$ cat config.mk
export PLATFORM = sky130hd
export DESIGN_NAME = mmio_uart_tx
export DESIGN_NICKNAME = d
export VERILOG_FILES = /design/src/rtl/uart_pkg.sv /design/src/rtl/sync_fifo.sv /design/src/rtl/mmio_uart_tx.sv
export SDC_FILE = /design/constraint.sdc
export NUM_CORES = 1
export LEC_CHECK = 0
export BUFFER_PORTS_ARGS = -buffer_cell sky130_fd_sc_hd__buf_2
export CORE_MARGIN = 5
export CORE_UTILIZATION = 55
export DETAILED_ROUTE_END_ITERATION = 7
export GPL_TIMING_DRIVEN = 0
export PLACE_DENSITY = 0.8
export SLEW_MARGIN = 15
export SYNTH_ARGS = -nofsm -noshare
export SYNTH_HDL_FRONTEND = slang
export SYNTH_HIERARCHICAL = 1
export SYNTH_SLANG_ARGS = --single-unit
export TNS_END_PERCENT = 30
$ cat constraint.sdc
create_clock -name clk -period 5.5 [get_ports clk]
set_input_delay 0.275 -clock clk [delete_from_list [all_inputs] [get_ports clk]]
set_output_delay 0.275 -clock clk [all_outputs]
set_load 0.05 [all_outputs]
$ cat src/rtl/uart_pkg.sv
// uart_pkg: register offsets, STATUS fields, FSM states and frame lengths for mmio_uart_tx.
// UART_TX_PARITY_EN selects the 8E1 frame with an even-parity bit.
package uart_pkg;
  localparam logic [3:0] OFF_TXDATA  = 4'h0;
  localparam logic [3:0] OFF_STATUS  = 4'h4;
  localparam logic [3:0] OFF_DIVISOR = 4'h8;
  localparam int ST_FULL  = 0;
  localparam int ST_EMPTY = 1;
  localparam int ST_BUSY  = 2;
  localparam int ST_OVF   = 3;
  localparam int ST_PAR   = 4;
  localparam int ST_COUNT = 8;
  localparam int DATA_BITS = 8;
  typedef enum logic [2:0] {IDLE, START, DATA, PARITY, STOP} tx_state_t;
`ifdef UART_TX_PARITY_EN
  localparam logic PARITY_EN  = 1'b1;
  localparam int   FRAME_BITS = 11;
`else
  localparam logic PARITY_EN  = 1'b0;
  localparam int   FRAME_BITS = 10;
`endif
endpackage

$ cat src/rtl/sync_fifo.sv
// sync_fifo: single-clock FIFO; a push is refused when full as seen before any same-cycle pop.
module sync_fifo #(
  parameter int WIDTH = 8,
  parameter int DEPTH = 16
) (
  input  logic                   clk,
  input  logic                   reset_n,
  input  logic                   push_i,
  input  logic [WIDTH-1:0]       din_i,
  input  logic                   pop_i,
  output logic [WIDTH-1:0]       dout_o,
  output logic                   full_o,
  output logic                   empty_o,
  output logic [$clog2(DEPTH):0] count_o
);
  localparam int AW = $clog2(DEPTH);
  logic [WIDTH-1:0] mem_q [DEPTH];
  logic [AW-1:0] wr_q, rd_q;
  logic [AW:0] cnt_q;
  logic do_push, do_pop;
  assign full_o  = cnt_q == (AW+1)'(DEPTH);
  assign empty_o = cnt_q == '0;
  assign do_push = push_i & !full_o;
  assign do_pop  = pop_i & !empty_o;
  assign dout_o  = mem_q[rd_q];
  assign count_o = cnt_q;
  always_ff @(posedge clk)
    if (do_push) mem_q[wr_q] <= din_i;
  always_ff @(posedge clk or negedge reset_n)
    if (!reset_n) begin
      wr_q  <= '0;
      rd_q  <= '0;
      cnt_q <= '0;
    end else begin
      wr_q  <= wr_q + AW'(do_push);
      rd_q  <= rd_q + AW'(do_pop);
      cnt_q <= cnt_q + (AW+1)'(do_push) - (AW+1)'(do_pop);
    end
endmodule

$ cat src/rtl/mmio_uart_tx.sv
// mmio_uart_tx: MMIO console transmitter; buffers byte stores and serialises them as UART frames.
// UART_TX_PARITY_EN inserts an even-parity bit between data and stop.
module mmio_uart_tx
  import uart_pkg::*;
#(
  parameter logic [31:0] BASE_ADDR  = 32'h0010_0000,
  parameter int          FIFO_DEPTH = 16,
  parameter logic [15:0] RESET_DIV  = 16'd4
) (
  input  logic        clk,
  input  logic        reset_n,
  input  logic [31:0] addr,
  input  logic [31:0] wdata,
  input  logic        we,
  input  logic        re,
  output logic [31:0] rdata,
  output logic        tx,
  output logic        busy
);
  localparam int CW = $clog2(FIFO_DEPTH) + 1;
`ifdef UART_TX_PARITY_EN
  localparam tx_state_t POST_DATA = PARITY;
`else
  localparam tx_state_t POST_DATA = STOP;
`endif
  tx_state_t state_q, state_d;
  logic [15:0] div_q, fdiv_q, fdiv_d, cnt_q, cnt_d, div_eff;
  logic [2:0] bit_q, bit_d;
  logic [7:0] byte_q, byte_d, fifo_dout;
  logic [31:0] rdata_q, rdata_d, status;
  logic [CW-1:0] count;
  logic [3:0] off;
  logic ovf_q, hit, push, load, last, full, empty, unused_wdata;
  assign hit          = addr[31:4] == BASE_ADDR[31:4];
  assign off          = addr[3:0];
  assign push         = we & hit & (off == OFF_TXDATA);
  assign div_eff      = (div_q == 16'd0) ? 16'd1 : div_q;
  assign last         = cnt_q == 16'd0;
  assign busy         = (state_q != IDLE) | !empty;
  assign rdata        = rdata_q;
  assign unused_wdata = ^wdata[31:16];
  assign tx = (state_q == START)  ? 1'b0 :
              (state_q == DATA)   ? byte_q[bit_q] :
              (state_q == PARITY) ? ^byte_q : 1'b1;
  sync_fifo #(.WIDTH(8), .DEPTH(FIFO_DEPTH)) u_fifo (
    .clk(clk), .reset_n(reset_n), .push_i(push), .din_i(wdata[7:0]), .pop_i(load),
    .dout_o(fifo_dout), .full_o(full), .empty_o(empty), .count_o(count)
  );
  always_comb begin
    status           = '0;
    status[ST_FULL]  = full;
    status[ST_EMPTY] = empty;
    status[ST_BUSY]  = busy;
    status[ST_OVF]   = ovf_q;
    status[ST_PAR]   = PARITY_EN;
    status[ST_COUNT +: 8] = 8'(count);
    rdata_d = rdata_q;
    if (re & hit)
      rdata_d = (off == OFF_STATUS) ? status : (off == OFF_DIVISOR) ? {16'd0, div_q} : 32'd0;
  end
  always_comb begin
    state_d = state_q;
    cnt_d   = last ? fdiv_q - 16'd1 : cnt_q - 16'd1;
    bit_d   = bit_q;
    byte_d  = byte_q;
    fdiv_d  = fdiv_q;
    case (state_q)
      START:  state_d = last ? DATA : START;
      DATA: begin
        bit_d   = last ? bit_q + 3'd1 : bit_q;
        state_d = (last && bit_q == 3'(DATA_BITS - 1)) ? POST_DATA : DATA;
      end
`ifdef UART_TX_PARITY_EN
      PARITY: state_d = last ? STOP : PARITY;
`endif
      STOP:   state_d = last ? IDLE : STOP;
      default: begin
        state_d = IDLE;
        cnt_d   = cnt_q;
      end
    endcase
    // Pop and latch byte plus divisor together so a frame never sees a mid-frame DIVISOR write
    load = !empty & ((state_q == IDLE) | ((state_q == STOP) & last));
    if (load) begin
      state_d = START;
      byte_d  = fifo_dout;
      fdiv_d  = div_eff;
      cnt_d   = div_eff - 16'd1;
      bit_d   = 3'd0;
    end
  end
  always_ff @(posedge clk or negedge reset_n)
    if (!reset_n) begin
      state_q <= IDLE;
      cnt_q   <= '0;
      bit_q   <= '0;
      byte_q  <= '0;
      fdiv_q  <= RESET_DIV;
      div_q   <= RESET_DIV;
      ovf_q   <= 1'b0;
      rdata_q <= '0;
    end else begin
      state_q <= state_d;
      cnt_q   <= cnt_d;
      bit_q   <= bit_d;
      byte_q  <= byte_d;
      fdiv_q  <= fdiv_d;
      rdata_q <= rdata_d;
      div_q   <= (we & hit & (off == OFF_DIVISOR)) ? wdata[15:0] : div_q;
      ovf_q   <= (push & full) | (ovf_q & !(we & hit & (off == OFF_STATUS) & wdata[ST_OVF]));
    end
endmodule
==> results_dict.tcl, run 1 <==
set metrics [dict create \
    status "finished clean" \
    ys_warn_count 6 \
    clk_path_buf_depth 3 \
    placementRows 49 \
    num-fill-cells 1288 \
    regToRegSetupSlack_ns 0.39 \
    rr_worst_depth 17 \
    slew_viol_final 0 \
    timing.rr.end "u_fifo/count_o[4]$_DFF_PN0_" \
    whs_endpoint "ovf_q$_DFF_PN0_" \
    synthToLayoutAreaGrowth_pct 15.60 \
    grt_pass1_vias 6800 \
    final.setup.worst_slack_ns 0.3909 \
    die_y_um 145.3 \
    grtUsageMet3_pct 3.960 \
    clock-sinks 220 \
    htree_num_levels 1 \
    arrival_ns 5.55 \
    coreArea_mm2 0.01796 \
    power_w 0.003779 \
    die_x_um 145.3 \
    grt_use_met2_pct 36.85 \
    netlist.area_leader.share_pct 38.19 \
    clk_latency_ns 0.52 \
    synth_area_per_cell_um2 12.80 \
    max_freq_mhz 195.7 \
    busiest_layer "met2" \
    finalHoldViolations 0 \
    via_per_inst 5.974 \
    synthArstFlopShare_pct 41.82 \
    finalSetupViolCount 0 \
    drtAntennaViolNets 0 \
    detailed_place_hpwl_um 16310 \
    grt_pass1_wl_um 37580 \
    track_usage_pct 21.98 \
    portBuffers 69 \
    cp.required_ns 5.94 \
    startpoint "cnt_q[9]$_DFFE_PN0P_" \
    min_path_type "in -> reg" \
    ys_seq_area_share_pct 61.10 \
    drtPass1Iterations 5 \
    postSynthCellCount 786 \
    cts_setup_buffers 0 \
    vias 6888 \
    cts_resized 0 \
    post-place-ws_ns 0.5099 \
    crit_fanout 10 \
    final_cells 1153 \
    seq_power_share_pct 48.2 \
    synth.distinct_cells 55 \
    holdPathStages 2 \
    drive_gt1_share_pct 19.93 \
    startpoint_type "register" \
    tightest_slew_ns 1.321 \
    yosys_register_bits 220 \
    placed_cells 1101 \
    ios 102 \
    power_frac_comb_pct 12.3 \
    crit_type "reg -> reg" \
    wirelength_um 23610 \
    final_cell_mix "128 x edfxtp_1, 104 x nand2_1, 90 x dfrtp_1, 73 x buf_2, 50 x mux2i_1" \
    end_kind "register" \
    globalplace.congestion 0.9299 \
    power_density_mw_per_mm2 324.9 \
    post_synth_main_area_contributors "edfxtp_1 38%, dfrtp_1 22%, mux2i_1 5.0%" \
    vdd_drop_max_v 0.0002658 \
    grt_overflow 0 \
    clkPwrFrac_pct 39.5 \
    grt_max_degree 54 \
    post-route-period-util_pct 92.89 \
    antenna_found_initial 1 \
    yosys.area.top_type "edfxtp_1" \
    final_core_util_pct 64.76 \
    r2r_start "cnt_q[9]$_DFFE_PN0P_" \
    fin_crit_ns 5.109 \
    synth_edf_count 128 \
    finClkSkew_ns 0.009260 \
    netlist_area_mm2 0.01006 \
    wire_per_inst_um 20.47 \
    sw_frac_of_total_pct 24.84 \
    cts_tree "built" \
    layout_commonest_cell "edfxtp_1" \
    ys.flop_type "edfxtp_1" \
    numCtsBuffers 23 \
    maxSlewHeadroom_pct 11.25 \
    drtIter0Drc 645 \
    clkTransAtPathRegs_ns 0.06 \
    hold_buffers 9 \
    p_int_w 0.002840 \
    min_from "addr[2]" \
    die_area_mm2 0.02110 \
    drc_errors 0 \
    drv_cap 0 \
    nets 988 \
    p_sw_w 0.0009390 \
    grt_use_met1_pct 30.20 \
    cellLeakagePower_nw 5.117 \
    grt_setup_unrepaired "false" \
    cts_root_buf "clkbuf_16" \
    start_util_pct 56.02 \
]
registers in the layout, summed over array words and instances (netlist names):
register and flops:
u_fifo/wr_q 4, div_q 16, u_fifo/mem_q 128, byte_q 8, u_fifo/rd_q 4, rdata 16, u_fifo/count_o 5, ovf_q 1
cnt_q 16, fdiv_q 16, state_q 3, bit_q 3
worst max-delay path by stage:
stage / depth (start not counted) / slack [ns] / endpoint
2_1_floorplan: 17 / 1.28 / cnt_q[12]$_DFFE_PN0P_
5_1_grt: 17 / 0.12 / u_fifo/count_o[4]$_DFF_PN0_
3_5_place_dp: 17 / 0.51 / u_fifo/count_o[4]$_DFF_PN0_
6_report: 17 / 0.39 / u_fifo/count_o[4]$_DFF_PN0_
4_1_cts: 17 / 0.47 / u_fifo/count_o[4]$_DFF_PN0_
3_3_place_gp: 17 / -0.38 / cnt_q[12]$_DFFE_PN0P_
per-layer routing:
| layer | wire length, um | share of wire (%) | up-vias |
|---|---|---|---|
| li1 | - | - | 3128 |
| met3 | 1575 | 6.7 | 45 |
| met2 | 11680 | 49 | 281 |
| met4 | 513 | 2.2 | 0 |
| met5 | 0 | 0 | - |
| met1 | 9833 | 42 | 3434 |
synth_stat cells (2+ instances only):
library cell  count
o21a_1            2
nand2_1         104
clkbuf_1         25
buf_6             4
and3_1            6
mux4_2           18
or4_1             4
or3_1             8
a211oi_1          2
buf_1             3
dfstp_2           2
nand2b_1          3
a221oi_1         15
buf_4            18
nor4_1           12
edfxtp_1        128
buf_2             4
nand3b_1          3
o21ai_0          37
a221oi_2          2
inv_1            19
inv_2             2
a22oi_1          17
xnor2_1          13
nor2b_1           4
mux2_2           18
nand3_1          19
xor2_1           10
a21oi_1          27
ha_1             13
a21o_1           12
nand4_1           4
and2_1            2
nor4b_1           5
a31oi_1           5
nor2_1           43
buf_12            3
mux2i_1          50
dfrtp_1          90
nor3_1           15
layout make-up:
class	instances	area, um^2	share of cell area (%)
multi-input combinational	503	3556	30.57
tap	229	286.5	2.463
clock buffer	27	590.6	5.076
buffer	57	365.4	3.140
timing repair buffer	80	470.5	4.044
inverter	21	78.83	0.6776
clock inverter	15	135.1	1.162
antenna	1	2.502	0.02151
sequential	220	6148	52.85
cells by family after synthesis:
logic type | share of synthesized area, %
AND/OR/NAND/NOR | 11.41
flip-flops | 61.10
AO/OA/AOI/OAI | 8.206
multiplexers | 11.02
buffers and inverters | 4.414
XOR/XNOR | 2.002
adder cells (fa/ha/maj) | 1.815
other | 0.03726
power groups by stage:
stage / Sequential [W] / Clock [W] / Combinational [W]
after detailed placement: 0.00185 / 0 / 0.000456
after CTS: 0.00182 / 0.00151 / 0.000466
after global routing: 0.00182 / 0.00159 / 0.000517
after floorplan: 0.00185 / 0 / 0.000336
after global placement: 0.00185 / 0 / 0.000445
final: 0.00182 / 0.00149 / 0.000465
worst max-delay path: stages, from the launching register on:
cell      delay (ns)
dfrtp_1         0.42
or3_1           0.45
nor4_1          0.51
a31oi_4         0.27
inv_2           0.11
clkbuf_1        0.37
buf_1           0.44
clkbuf_1        0.50
nor2b_1         0.49
ha_1            0.33
inv_1           0.06
ha_1            0.16
inv_1           0.06
fa_1            0.43
inv_1           0.07
a21oi_1         0.07
o21bai_1        0.16
xnor2_1         0.13
metrics by stage:
stage / instance area (um^2) / hold slack (ns) / setup TNS [ns]
final: 11630 / 0.03831 / 0
after global routing: 11630 / 0.03755 / 0
after detailed placement: 10800 / 0.3019 / 0
after floorplan: 10120 / -0.02059 / 0
after global placement: 10750 / 0.4504 / -0.7650
after CTS: 11610 / 0.009593 / 0
Power figures use the tool's default switching activity.
==> inputs of run 2 (changes only) <==
--- a/config.mk
+++ b/config.mk
@@ -7,10 +7,10 @@
 export LEC_CHECK = 0
 export BUFFER_PORTS_ARGS = -buffer_cell sky130_fd_sc_hd__buf_2
 export CORE_MARGIN = 5
-export CORE_UTILIZATION = 55
+export CORE_UTILIZATION = 40
 export DETAILED_ROUTE_END_ITERATION = 7
 export GPL_TIMING_DRIVEN = 0
-export PLACE_DENSITY = 0.8
+export PLACE_DENSITY = 0.63
 export SLEW_MARGIN = 15
 export SYNTH_ARGS = -nofsm -noshare
 export SYNTH_HDL_FRONTEND = slang
==> run 2 against run 1 <==
Count of clock-buffer cells in the layout up 4. Maximum frequency up 0.91%. Highest routed layer unchanged. Clock skew up 0.0055 ns. Sequential cell count unchanged. Sequential share of layout area down 0.84 points. Sequential power about the same. Die area up 35%. Largest power group unchanged. Largest cell class unchanged.
==> results_dict.tcl, run 2 (synthesized netlist as in run 1, its figures left out) <==
set metrics [dict create \
    grt_pass1_vias 6502 \
    cts_root_buf "clkbuf_16" \
    synthToLayoutAreaGrowth_pct 17.47 \
    final_cells 1256 \
    via_per_inst 5.264 \
    nets 991 \
    vias 6612 \
    grt_setup_unrepaired "false" \
    drv_cap 0 \
    drtIter0Drc 411 \
    clkTransAtPathRegs_ns 0.06 \
    detailed_place_hpwl_um 16520 \
    cts_resized 0 \
    cts_tree "built" \
    end_kind "register" \
    drtPass1Iterations 5 \
    cellLeakagePower_nw 5.158 \
    crit_type "reg -> reg" \
    tightest_slew_ns 0.8651 \
    final.setup.worst_slack_ns 0.4369 \
    grt_max_degree 60 \
    maxSlewHeadroom_pct 42.11 \
    drtAntennaViolNets 0 \
    layout_commonest_cell "edfxtp_1" \
    drc_errors 0 \
    wirelength_um 23410 \
    grt_pass1_wl_um 37340 \
    final_cell_mix "128 x edfxtp_1, 104 x nand2_1, 90 x dfrtp_1, 73 x buf_2, 50 x mux2i_1" \
    largest_register "u_fifo/mem_q" \
    grtUsageMet3_pct 2.195 \
    status "finished clean" \
    clk_latency_ns 0.53 \
    regToRegSetupSlack_ns 0.44 \
    die_x_um 168.6 \
    largest_register_ffs 128 \
    coreArea_mm2 0.02496 \
    track_usage_pct 16.47 \
    htree_num_levels 1 \
    start_util_pct 40.31 \
    clock-sinks 220 \
    vdd_drop_max_v 0.0002374 \
    fin_hold_ws_ns 0.1636 \
    max_freq_mhz 197.5 \
    power_density_mw_per_mm2 326.8 \
    final_core_util_pct 47.35 \
    antenna_found_initial 0 \
    numCtsBuffers 25 \
    slew_viol_final 0 \
    portBuffers 69 \
    globalplace.congestion 0.8667 \
    clk_path_buf_depth 3 \
    post-place-ws_ns 0.3877 \
    grt_overflow 0 \
    finalSetupViolCount 0 \
    post-route-period-util_pct 92.06 \
    diodes 0 \
    num-fill-cells 2263 \
    fin_crit_ns 5.063 \
    crit_fanout 10 \
    placementRows 58 \
    drive_gt1_share_pct 20.41 \
    min_path_type "in -> reg" \
    placed_cells 1202 \
    arrival_ns 5.52 \
    ios 102 \
    die_area_mm2 0.02843 \
    cp.required_ns 5.96 \
    wire_per_inst_um 18.64 \
    busiest_layer "met2" \
    grt_use_met2_pct 26.24 \
    finClkSkew_ns 0.01478 \
    finalHoldViolations 0 \
    startpoint_type "register" \
    die_y_um 168.6 \
    grt_use_met1_pct 24.07 \
]
==> run 2: cell types whose count changed in the layout (fill, tap and decap cells not counted), sizes merged <==
| cell | previous run | this run |
|---|---|---|
| dlygate4sd3 | 9 | 10 |
| clkinvlp | 1 | 0 |
| clkinv | 11 | 10 |
| clkbuf | 52 | 56 |
| diode | 1 | 0 |
==> run 2: worst max-delay path, stage by stage, from the launching register on <==
cell and delay, ns:
dfrtp_1 0.41, or3_1 0.45, nor4_1 0.54, a31oi_4 0.28, inv_2 0.12, clkbuf_1 0.37
buf_1 0.45, clkbuf_1 0.52, nor2b_1 0.43, ha_1 0.31, inv_1 0.05, ha_1 0.16
inv_1 0.06, fa_1 0.43, inv_1 0.07, a21oi_1 0.06, o21bai_1 0.15, xnor2_1 0.13
==> run 2: stage by stage <==
step                      setup TNS [ns]  area [um^2]  power (W)
after detailed placement               0        10940   0.002323
after global routing                   0        11820   0.004030
after CTS                              0        11810   0.003911
final                                  0        11820   0.003864
after floorplan                        0        10120   0.002181
after global placement            -1.007        10880   0.002306
==> run 2: timing repair <==
item	in CTS	in global routing
hold buffers	10	0
hold endpoints to repair	42	0
buffers inserted	0	0
==> run 2: path summary, 6_finish.rpt <==
kind | start | to | depth (start not counted)
hold / removal | wdata[0] | u_fifo/mem_q[10][0]$_DFFE_PP_ | 1
setup / recovery | cnt_q[9]$_DFFE_PN0P_ | u_fifo/count_o[4]$_DFF_PN0_ | 17
min in group asynchronous | reset_n | cnt_q[14]$_DFFE_PN0P_ | 2
max in group asynchronous | reset_n | fdiv_q[2]$_DFFE_PN1N_ | 3
hold reg to reg | fdiv_q[14]$_DFFE_PN0N_ | fdiv_q[14]$_DFFE_PN0N_ | 2
setup reg to reg | cnt_q[9]$_DFFE_PN0P_ | u_fifo/count_o[4]$_DFF_PN0_ | 17
==> run 2: where the power goes <==
group | internal (W) | leakage, nW | switching [W] | total, W
Combinational | 0.000187 | 2.46 | 0.000281 | 0.000467
Clock | 0.000930 | 0.385 | 0.000646 | 0.00158
Sequential | 0.00179 | 2.31 | 0.0000312 | 0.00182
==> run 2: layer usage <==
metal  share of wire [%]  up-vias
met4                 2.5        0
met1                  45     3246
met5                   0        -
li1                    -     3134
met2                  47      192
met3                 5.4       40
==> run 2: area by class of cell <==
type | count | area (um^2) | share of cell area, %
Sequential cell | 220 | 6148 | 52.01
Multi-Input combinational cell | 503 | 3561 | 30.12
Clock buffer | 31 | 648.1 | 5.483
Timing Repair Buffer | 81 | 480.5 | 4.064
Tap cell | 330 | 412.9 | 3.493
Buffer | 57 | 365.4 | 3.091
Clock inverter | 13 | 126.4 | 1.069
Inverter | 21 | 78.83 | 0.6668
==> inputs of run 3 (changes only) <==
--- a/config.mk
+++ b/config.mk
@@ -7,10 +7,11 @@
 export LEC_CHECK = 0
 export BUFFER_PORTS_ARGS = -buffer_cell sky130_fd_sc_hd__buf_2
 export CORE_MARGIN = 5
-export CORE_UTILIZATION = 40
+export CORE_UTILIZATION = 50
+export CTS_BUF_LIST = sky130_fd_sc_hd__clkbuf_4 sky130_fd_sc_hd__clkbuf_8
 export DETAILED_ROUTE_END_ITERATION = 7
 export GPL_TIMING_DRIVEN = 0
-export PLACE_DENSITY = 0.63
+export PLACE_DENSITY = 0.74
 export SLEW_MARGIN = 15
 export SYNTH_ARGS = -nofsm -noshare
 export SYNTH_HDL_FRONTEND = slang
==> run 3 against run 2 <==
Clock power fell by 10%. Final area fell by 1.1%. Maximum frequency fell by 1.5%. Combinational power fell by 2%. Global-route usage rose by 3.3 points. Non-clock buffer count did not move. Clock skew rose by 0.0076 ns. Cell count fell by 3.6%. Critical path depth rose by 1. Sequential power barely moved. Critical path type unchanged.
==> results_dict.tcl, run 3 (synthesized netlist as in run 1, its figures left out) <==
set metrics [dict create \
    crit_chain "inv_1 -> ha_1 -> nor4b_2 -> buf_2 -> nor3_1 -> a31oi_4 -> buf_2 -> buf_1 -> clkbuf_1 -> nand2_1 -> nand2_1 -> ha_1 -> nand2_1 -> a21o_1 -> mux2_2 -> nor4b_1 -> a21o_1 -> a31oi_1" \
    diodes 0 \
    antenna_found_initial 0 \
    cp.required_ns 5.88 \
    drv_cap 0 \
    cellLeakagePower_nw 5.169 \
    grt_setup_unrepaired "false" \
    critical-path-slowest-cell "nor4b_1" \
    tightest_slew_ns 0.8827 \
    grt_use_met2_pct 31.86 \
    start_util_pct 51.20 \
    drive_gt1_share_pct 22.83 \
    placed_cells 1137 \
    clk_path_buf_depth 3 \
    die_y_um 151.9 \
    crit_type "reg -> reg" \
    grt_pass1_wl_um 36690 \
    power_density_mw_per_mm2 316.2 \
    placementRows 51 \
    finalSetupViolCount 0 \
    clkTransAtPathRegs_ns 0.06 \
    min_path_type "in -> reg" \
    power_w 0.003698 \
    cpLargestDelayFamily "buffers and inverters" \
    end_kind "register" \
    layout_commonest_cell "edfxtp_1" \
    grt_overflow 0 \
    drtIter0Drc 429 \
    slew_viol_final 0 \
    arrival_ns 5.52 \
    clock-sinks 220 \
    busiest_layer "met2" \
    startpoint_type "register" \
    coreArea_mm2 0.01965 \
    track_usage_pct 19.74 \
    multi_input_area_mm2 0.003561 \
    finClkSkew_ns 0.02234 \
    cts_tree "built" \
    die_area_mm2 0.02306 \
    grtUsageMet3_pct 3.863 \
    vias 6671 \
    clk_latency_ns 0.53 \
    largest_register "u_fifo/mem_q" \
    final_cells 1211 \
    num-fill-cells 1577 \
    htree_num_levels 2 \
    wire_per_inst_um 18.75 \
    max_freq_mhz 194.5 \
    cts_root_buf "clkbuf_8" \
    drc_errors 0 \
    largest_register_ffs 128 \
    maxSlewHeadroom_pct 40.93 \
    fin_crit_ns 5.142 \
    ios 102 \
    fin_hold_ws_ns 0.1592 \
    grt_pass1_vias 6731 \
    synthToLayoutAreaGrowth_pct 16.20 \
    wirelength_um 22710 \
    grt_use_met1_pct 27.24 \
    die_x_um 151.9 \
    globalplace.congestion 0.9225 \
    detailed_place_hpwl_um 15840 \
    numCtsBuffers 36 \
    grt_max_degree 58 \
    portBuffers 69 \
    drtPass1Iterations 5 \
    register_area_mm2 0.006148 \
    via_per_inst 5.509 \
    path_buf_inv 5 \
    worst_path_most_repeated_cell "nand2_1" \
    post-route-period-util_pct 93.48 \
    finalHoldViolations 0 \
    crit_path_max_incr_delay_ns 0.71 \
    nets 1002 \
    final_cell_mix "128 x edfxtp_1, 104 x nand2_1, 90 x dfrtp_1, 73 x buf_2, 50 x mux2i_1" \
    crit_fanout 10 \
    cts_setup_buffers 0 \
    status "finished clean" \
    vdd_drop_max_v 0.0002572 \
    drtAntennaViolNets 0 \
]
[run 3: path summary, 6_finish.rpt]
kind	start	endpoint	slack, ns	cells after the start
setup reg to reg	u_fifo/count_o[2]$_DFF_PN0_	cnt_q[14]$_DFFE_PN0P_	0.36	18
min in group asynchronous	reset_n	u_fifo/rd_q[3]$_DFF_PN0_	0.26	2
hold reg to reg	fdiv_q[15]$_DFFE_PN0N_	fdiv_q[15]$_DFFE_PN0N_	0.47	2
setup / recovery	u_fifo/count_o[2]$_DFF_PN0_	cnt_q[14]$_DFFE_PN0P_	0.36	18
max in group asynchronous	reset_n	div_q[2]$_DFFE_PN1P_	4.54	3
hold / removal	wdata[0]	u_fifo/mem_q[15][0]$_DFFE_PP_	0.16	1
[run 3: metrics by stage]
stage                     setup WS (ns)  utilization [%]  TNS [ns]  instance area, um^2
after detailed placement         0.3819            55.20         0                10850
after CTS                        0.3415            59.42         0                11680
final                            0.3584            59.50         0                11690
after global placement          -0.4519            54.93   -0.8968                10800
after floorplan                   1.284                -         0                10120
after global routing            0.06520            59.50         0                11690
[run 3: layer usage]
layer  up-vias  share of wire [%]  routed length (um)
met5         -                  0                   0
met4         0                2.8                 628
met3        56                5.5                1252
met2       204                 48               10840
met1      3261                 44                9988
li1       3150                  -                   -
[run 3: layout make-up]
| cell class | count | area share, % |
|---|---|---|
| well taps | 265 | 2.835 |
| inverters | 21 | 0.6741 |
| repair buffers | 81 | 4.109 |
| flip-flops and latches | 220 | 52.58 |
| clock inverters | 10 | 0.5136 |
| multi-input cells | 503 | 30.45 |
| clock buffers | 54 | 5.714 |
| plain buffers | 57 | 3.124 |
[run 3: worst register-to-register path, delay by kind of cell, from the launching register on]
| kind | cells | cell delay, ns |
|---|---|---|
| buf+inv | 5 | 1.68 |
| simple gates | 6 | 1.38 |
| compound gates | 4 | 0.83 |
| fa+ha+maj | 2 | 0.43 |
| flops | 1 | 0.42 |
| mux | 1 | 0.29 |
[run 3: timing repair]
action                    4_1_cts  5_1_grt
hold buffers                   10        0
hold endpoints to repair       44        0
resized for setup               0        0
[run 3: power by group]
part           internal [W]  leakage (nW)  switching [W]
sequential          0.00179          2.31      0.0000310
combinational      0.000186          2.46       0.000271
clock              0.000784         0.396       0.000636
